File: config.mk
export PLATFORM = sky130hd
export DESIGN_NAME = ts_mac_sequencer
export DESIGN_NICKNAME = d
export VERILOG_FILES = /design/src/rtl/ts_mac_sequencer.sv
export SDC_FILE = /design/constraint.sdc
export NUM_CORES = 1
export LEC_CHECK = 0
export BUFFER_PORTS_ARGS = -buffer_cell sky130_fd_sc_hd__buf_2
export CORE_AREA = 2 2 42 44
export CTS_CLUSTER_SIZE = 25
export DETAILED_ROUTE_END_ITERATION = 12
export DIE_AREA = 0 0 44 46
export PLACE_DENSITY = 0.73
export SLEW_MARGIN = 20
export SYNTH_ARGS = -nofsm -noshare
export SYNTH_HDL_FRONTEND = slang
export SYNTH_SLANG_ARGS = --single-unit
File: constraint.sdc
create_clock -name clk -period 2.1 [get_ports clk]
set_input_delay 0.105 -clock clk [delete_from_list [all_inputs] [get_ports clk]]
set_output_delay 0.105 -clock clk [all_outputs]
set_load 0.005 [all_outputs]
File: src/rtl/ts_mac_sequencer.sv
// Frame sequencer for the time-shared polyphase RRC MAC array: phase select, aligned accumulator
// control, output-load strobe and overrun flag. Optional TS_OVERRUN_CNT_EN adds overrun_cnt.
module ts_mac_sequencer #(
  parameter int unsigned PHASES   = 4,
  parameter int unsigned MULT_LAT = 1,
  parameter int unsigned CNT_W    = 5
) (
  input  logic                      clk,
  input  logic                      reset_n,
  input  logic                      sam_clk_en,
  input  logic                      en,
  output logic [$clog2(PHASES)-1:0] phase,
  output logic                      acc_clr,
  output logic                      acc_en,
  output logic                      y_load,
  output logic                      busy,
  output logic                      overrun
`ifdef TS_OVERRUN_CNT_EN
  ,
  output logic [7:0]                overrun_cnt
`endif
);

  localparam int unsigned PhW = $clog2(PHASES);

  localparam logic [CNT_W-1:0] RunLast   = CNT_W'(PHASES - 1);
  localparam logic [CNT_W-1:0] FrameLast = CNT_W'(PHASES + MULT_LAT - 1);
  localparam logic [PhW-1:0]   PhaseLast = PhW'(PHASES - 1);

  typedef enum logic [1:0] {
    StIdle,
    StRun,
    StDrain,
    StDone
  } state_e;

  state_e           state_q, state_d;
  logic [CNT_W-1:0] cnt_q, cnt_d;

  logic [PhW-1:0]   phase_q, phase_d;
  logic             y_load_q, y_load_d;
  logic             busy_q, busy_d;
  logic             overrun_q, overrun_d;

  // Product-valid and first-product flags, delayed to line up with the multiplier pipeline
  logic [MULT_LAT:0] val_pipe_q;
  logic [MULT_LAT:0] clr_pipe_q;
  logic              run_d;
  logic              first_d;

  logic start;
  assign start = sam_clk_en & en;

  always_comb begin
    state_d = state_q;
    cnt_d   = cnt_q;
    unique case (state_q)
      StIdle: begin
        if (start) begin
          state_d = StRun;
          cnt_d   = '0;
        end
      end
      StRun: begin
        cnt_d = cnt_q + CNT_W'(1);
        if (cnt_q == RunLast) begin
          state_d = (MULT_LAT == 0) ? StDone : StDrain;
        end
      end
      StDrain: begin
        cnt_d = cnt_q + CNT_W'(1);
        if (cnt_q == FrameLast) begin
          state_d = StDone;
        end
      end
      StDone: begin
        cnt_d   = '0;
        state_d = start ? StRun : StIdle;
      end
      default: begin
        state_d = StIdle;
        cnt_d   = '0;
      end
    endcase
  end

  // Output next-state is decoded from the next frame state so every output is a flop
  always_comb begin
    phase_d   = '0;
    run_d     = 1'b0;
    first_d   = 1'b0;
    y_load_d  = 1'b0;
    busy_d    = 1'b0;
    overrun_d = 1'b0;
    unique case (state_d)
      StRun: begin
        phase_d = PhW'(cnt_d);
        run_d   = 1'b1;
        first_d = (cnt_d == '0);
        busy_d  = 1'b1;
      end
      StDrain: begin
        phase_d = PhaseLast;
        busy_d  = 1'b1;
      end
      StDone: begin
        y_load_d = 1'b1;
        busy_d   = 1'b1;
      end
      default: ;
    endcase
    if (start && (state_q == StRun || state_q == StDrain)) begin
      overrun_d = 1'b1;
    end
  end

  always_ff @(posedge clk or negedge reset_n) begin
    if (!reset_n) begin
      state_q    <= StIdle;
      cnt_q      <= '0;
      phase_q    <= '0;
      y_load_q   <= 1'b0;
      busy_q     <= 1'b0;
      overrun_q  <= 1'b0;
      val_pipe_q <= '0;
      clr_pipe_q <= '0;
    end else begin
      state_q       <= state_d;
      cnt_q         <= cnt_d;
      phase_q       <= phase_d;
      y_load_q      <= y_load_d;
      busy_q        <= busy_d;
      overrun_q     <= overrun_d;
      val_pipe_q[0] <= run_d;
      clr_pipe_q[0] <= first_d;
      for (int i = 1; i <= MULT_LAT; i++) begin
        val_pipe_q[i] <= val_pipe_q[i-1];
        clr_pipe_q[i] <= clr_pipe_q[i-1];
      end
    end
  end

  assign phase   = phase_q;
  assign acc_en  = val_pipe_q[MULT_LAT];
  assign acc_clr = clr_pipe_q[MULT_LAT];
  assign y_load  = y_load_q;
  assign busy    = busy_q;
  assign overrun = overrun_q;

`ifdef TS_OVERRUN_CNT_EN
  logic [7:0] ovr_cnt_q;

  // Saturating; cleared only by reset
  always_ff @(posedge clk or negedge reset_n) begin
    if (!reset_n) begin
      ovr_cnt_q <= '0;
    end else if (overrun_d && (ovr_cnt_q != 8'hff)) begin
      ovr_cnt_q <= ovr_cnt_q + 8'd1;
    end
  end

  assign overrun_cnt = ovr_cnt_q;
`endif

endmodule

# --- Yosys cells after proc, flatten, opt, wreduce, memory -nomap -nowiden ---
# Cells that the tools add are included.
# Widths: inputs -> output; s select.
totals:
  out_inout_bits: 7
  ff_bits: 16
  input_bits: 4
  elab_cells: 37
classes:
  addsub: 1
  n_reduce_logical: 6
  eq_ne: 8
  n_mux: 13
  bitwise: 1
op_table:
  columns: ["operator", "n"]
  rows:
  - ["$pmux 5 s3", 1]
  - ["$eq 2x2->1 const B", 4]
  - ["$pmux 2 s4", 1]
  - ["$mux 1", 6]
  - ["$mux 2", 3]
  - ["$add 5x1->5 const B", 1]
  - ["$eq 5x2->1 const B", 1]
  - ["$eq 5x3->1 const B", 1]
  - ["$logic_not 5->1", 1]
  - ["$mux 5", 1]
  - ["$eq 2x1->1 const B", 2]
  - ["$pmux 2 s2", 1]
  - ["$reduce_or 3->1", 1]
  - ["$logic_not 2->1", 1]
  - ["$reduce_or 2->1", 1]
  - ["$and 1x1->1", 1]
  - ["$logic_and 1x1->1", 1]
  - ["$logic_or 1x1->1", 1]

# --- Longest topological paths before layout ---
depth:
  ltp_word: 6
  depth_mapped: 9
  mapped_depth_nobuf: 9

# --- Worst setup path after synthesis ---
# Ideal clock, no wire load.
synth_timing:
  path_kind: "register -> register"
  startpoint: "register state_q[0]"
  endpoint: "register clr_pipe_q[0]"
  n_path_buf: 0
  synth_period_minus_slack_ns: 1.918
  slack_ns: 0.182
  setup_ns: 0.096
  arrival_ns: 1.822
  required_ns: 2.004
  path_stages_with_launch: 9
  path_cell_list: "dfrtp_1 > inv_1 > ha_1 > o21ai_0 > a211o_1 > ha_1 > inv_1 > or3_1 > nor4_2"
synth_between:
  word_cells_on_any_way: 13
  classes_between: "4 x eq/ne; 6 x mux; 3 x reduce/logical"
synth_lines:
  columns: ["element", "line_no", "source"]
  rows:
  - ["from (decl)", "37", "state_e state_q, state_d;"]
  - ["from (signal assigned)", "119", "state_q <= StIdle;"]
  - ["from (signal assigned)", "128", "state_q <= state_d;"]
  - ["$eq 2x2->1, or another cell as far along", "57", "unique case (state_q)"]
  - ["$pmux 2 s4 *", "57", null]
  - ["net state_d[0]", "37", null]
  - ["$eq 2x1->1 *", "95", "unique case (state_d)"]
  - ["$mux 1 *", "95", null]
  - ["net first_d", "49", "logic first_d;"]
  - ["to (signal assigned)", "135", "clr_pipe_q[0] <= first_d;"]
  - ["to (signal, indexed assignment)", "138", "clr_pipe_q[i] <= clr_pipe_q[i-1];"]
  - ["to (decl)", "47", "logic [MULT_LAT:0] clr_pipe_q;"]
# The timed path passes the listed nets; every way through them passes the cells marked *.

# --- Final worst setup path ---
layout_timing:
  startpoint: "register cnt_q[0]"
  endpoint: "register clr_pipe_q[0]"
layout_between:
  elab_chain_len: 5
  word_cells_on_any_way: 11
  classes_between: "1 x add/sub; 3 x eq/ne; 6 x mux; 1 x reduce/logical"
layout_lines:
  columns: ["element", "line_no", "source"]
  rows:
  - ["from (decl)", "38", "logic [CNT_W-1:0] cnt_q, cnt_d;"]
  - ["from (signal assigned)", "129", "cnt_q <= cnt_d;"]
  - ["$eq 5x3->1 or $eq 5x2->1 (tied branches)", "72, 66", null]
  - ["$mux 2 (on tied branches)", "72, 66", null]
  - ["$pmux 2 s4 *", "57", null]
  - ["net state_d[0]", "37", null]
  - ["$eq 2x1->1 *", "95", null]
  - ["$mux 1 *", "95", null]
  - ["net first_d", "49", null]
# Marks and branches as above.

==> run metrics <==
outcome=completed; Post-Synth XOR/XNOR Area=0%; fraction of final layout cells sized beyond drive strength 1=34.0%; number of global-route vias before repair=571; final slew viol count=0; max cap viols=0; Synth Warn #=0; overall routed net length=1.64 mm; Worst Setup Path Type=flip-flop to flip-flop; area of the core=1610 um^2; total nets after synthesis=86; number of top-level pins=11; critical path endpoint category=flip-flop; CTS sink cnt=16; net switching power=564 uW; worst IR drop on VDD=0.862 mV; Final Instance Area=987 um^2; shortest period the worst path allows=1.97 ns; post-synthesis sequential area ratio=50.3%; weighted congestion at the end of routability-driven global placement=0.862; growth of design area from synthesis to finish=24.1%; dominant combinational cell family by area after synthesis=adder cells; Total Die Area=2020 um^2; clock power share=14.0%; Synth Area in Compound Gates=15.3%; Longest Clk Path Bufs=2; Avg Synthesized Cell Area=11.1 um^2; logic depth of the worst register-to-register path=9; share of total power consumed by net switching=38.5%; worst setup slack before clock tree synthesis=0.0317 ns; measured slew at the worst slew-check pin=0.354 ns; LEAKAGE=0.000501 uW; first-pass GRT wire length=2.53 mm; overall power of the completed layout=1460 uW; worst setup path startpoint=cnt_q[0]$_DFF_PN0_; DRT Pass-1 Iters=2; startpoint class of the critical path=flip-flop; worst setup path endpoint=clr_pipe_q[0]$_DFF_PN0_; floorplan die height=46 um; simple-gate share of the synthesized area=14.0%; number of instances on the worst hold path=2; worst slack on hold paths=0.104 ns; antenna violations before repair=0; post-layout net count=109; CTS H-tree depth=1; die width=44 um; number of failing hold endpoints at the final stage=0; aggregate global routing overflow=0; per-cell via count in the routed design=5.28; Max Freq=507 MHz; total DRC errors in the routed layout=0; number of port buffers=10; initial cell density of the core=49.3%; arithmetic-cell share of the synthesized area counting full adders, half adders and majority gates=15.7%; pin count of the biggest net entering global routing=17; netlist area before placement=796 um^2; post-DP HPWL=1.06 mm; initial drt markers=5; fraction of synthesized area in multiplexers=1.89%; worst reg2reg path startpoint=cnt_q[0]$_DFF_PN0_; Reg2Reg Setup Slack=0.13 ns; Row Count=15; number of inserted diodes=0; remaining antenna violation count=0; power per cell area=1480 nW/um^2; headroom to the max-slew limit=76.1%; combinational cell fraction of total power=52.3%; instance count of the mapped netlist=72; number of flip-flops and latches in the synthesized netlist=16; number of buffers added by the clock tree synthesis step=3; arrival time of the worst setup path=2.16 ns; clock-pin slew on the worst setup and hold paths=0.10 ns; fraction of the cycle the final worst path needs=93.8%; cell area reported after detailed placement=897 um^2; setup violation total in the final timing report=0; required time at the endpoint of the critical path=2.29 ns; Internal=901 uW; worst clock skew=0.0124 ns; Final WS setup=0.129 ns; worst flop-to-flop path endpoint=clr_pipe_q[0]$_DFF_PN0_; clock latency at the later pin of the worst-skew pair=0.29 ns; Critical Path Fanout Max=4; post-layout utilization of the core=61.2%; average detailed-routed wire length per instance=14.7 um; number of unique standard cell types used by synthesis=22; Overall Global Routing Usage=17.7%; clk root buf=clkbuf_4; CTS tree=built; Seq pwr share=33.7%; worst hold path class=input pin to flip-flop; vias post-DR=586
[cells in the final DEF (no fill, tap or decap), types with 2 or more instances in the layout]
cell      instances
o21ai_2           2
nor2_1            4
buf_4             7
a21oi_1           4
clkbuf_4          3
inv_2             2
inv_1             4
nand2_1           7
a41oi_1           2
ha_1              9
o21ai_0           2
and3_1            2
a31oi_1           3
nand3_1           3
dfrtp_1          15
buf_2            10
[final cells by class]
cell class	instances	area, um^2
well taps	17	21.3
clock buffers	4	36.3
repair buffers	18	113
multi-input cells	50	393
fillers	136	627
flip-flops and latches	16	402
inverters	6	22.5
[logic make-up (layout without fill, tap and decap cells)]
family	after synthesis	count (layout)
AOI/OAI and AO/OA	18	18
adders and majority gates	10	10
buffers and inverters	6	28
DFF	16	16
muxes	1	1
and+or+nand+nor	21	21
[sequential cells by signal (all words and copies together) (netlist names)]
name,flops
busy,1
clr_pipe_q,2
cnt_q,5
overrun,1
phase,2
state_q,2
val_pipe_q,2
y_load,1
[power by group through the flow]
stage / Sequential, uW / Combinational, uW / Clock [uW]
after floorplan: 493 / 436 / 0
after global placement: 490 / 619 / 0
after detailed placement: 494 / 643 / 0
after CTS: 488 / 655 / 207
after global routing: 513 / 857 / 220
final: 494 / 766 / 204
[per-layer routing]
layer | global-route usage [%] | vias to the layer above | share of wire [%] | wire (um)
met4 | 10.9 | 0 | 2.2 | 36
li1 | - | 298 | - | -
met3 | 3.57 | 4 | 2.9 | 48
met1 | 22.8 | 273 | 45 | 742
met5 | 0 | - | 0 | 0
met2 | 27.4 | 11 | 49 | 808
[cell usage after synthesis, drive strengths merged]
cell	n	share of area [%]
a211o	1	1.1
a211oi	1	0.94
a21boi	1	1.4
a21oi	4	2.5
a22o	1	1.3
a31oi	3	2.4
a41oi	2	2.2
and3	2	1.6
dfrtp	16	50
ha	10	16
inv	6	2.8
mux2	1	1.9
nand2	7	3.3
nand3	3	1.9
nand3b	1	0.94
nor2	4	1.9
nor2b	1	1.1
nor3b	1	0.94
nor4	1	1.6
o21a	1	0.94
o21ai	4	2.5
or3	1	0.79
[worst min-delay path by stage]
stage	from	to	slack [ns]
after CTS	en	overrun$_DFF_PN0_	0.09
final	en	overrun$_DFF_PN0_	0.10
after global routing	en	overrun$_DFF_PN0_	0.11
after detailed placement	reset_n	overrun$_DFF_PN0_	0.03
after global placement	reset_n	overrun$_DFF_PN0_	0.03
after floorplan	reset_n	busy$_DFF_PN0_	-0.19
[metrics by stage]
stage | TNS (ns) | instances
final | 0 | 111
after global routing | -0.0253 | 111
after CTS | 0 | 108
after detailed placement | 0 | 103
after global placement | 0 | 103
after floorplan | 0 | 72
[critical path: stages (launching register included)]
cell and delay (ns):
dfrtp_1 0.42, inv_1 0.11, ha_1 0.16, nand3_1 0.11, o21ai_2 0.17, a211o_1 0.18
ha_1 0.18, inv_1 0.04, or3_1 0.37, nor4_2 0.13
[what timing repair did]
item,CTS,global route
hold buffers,1,0
buffers inserted,0,3
endpoints found under the hold margin,16,0
endpoints found under the setup margin,1,3
pin swaps,0,1
gates resized for setup,2,7
Power figures use the tool's default switching activity.
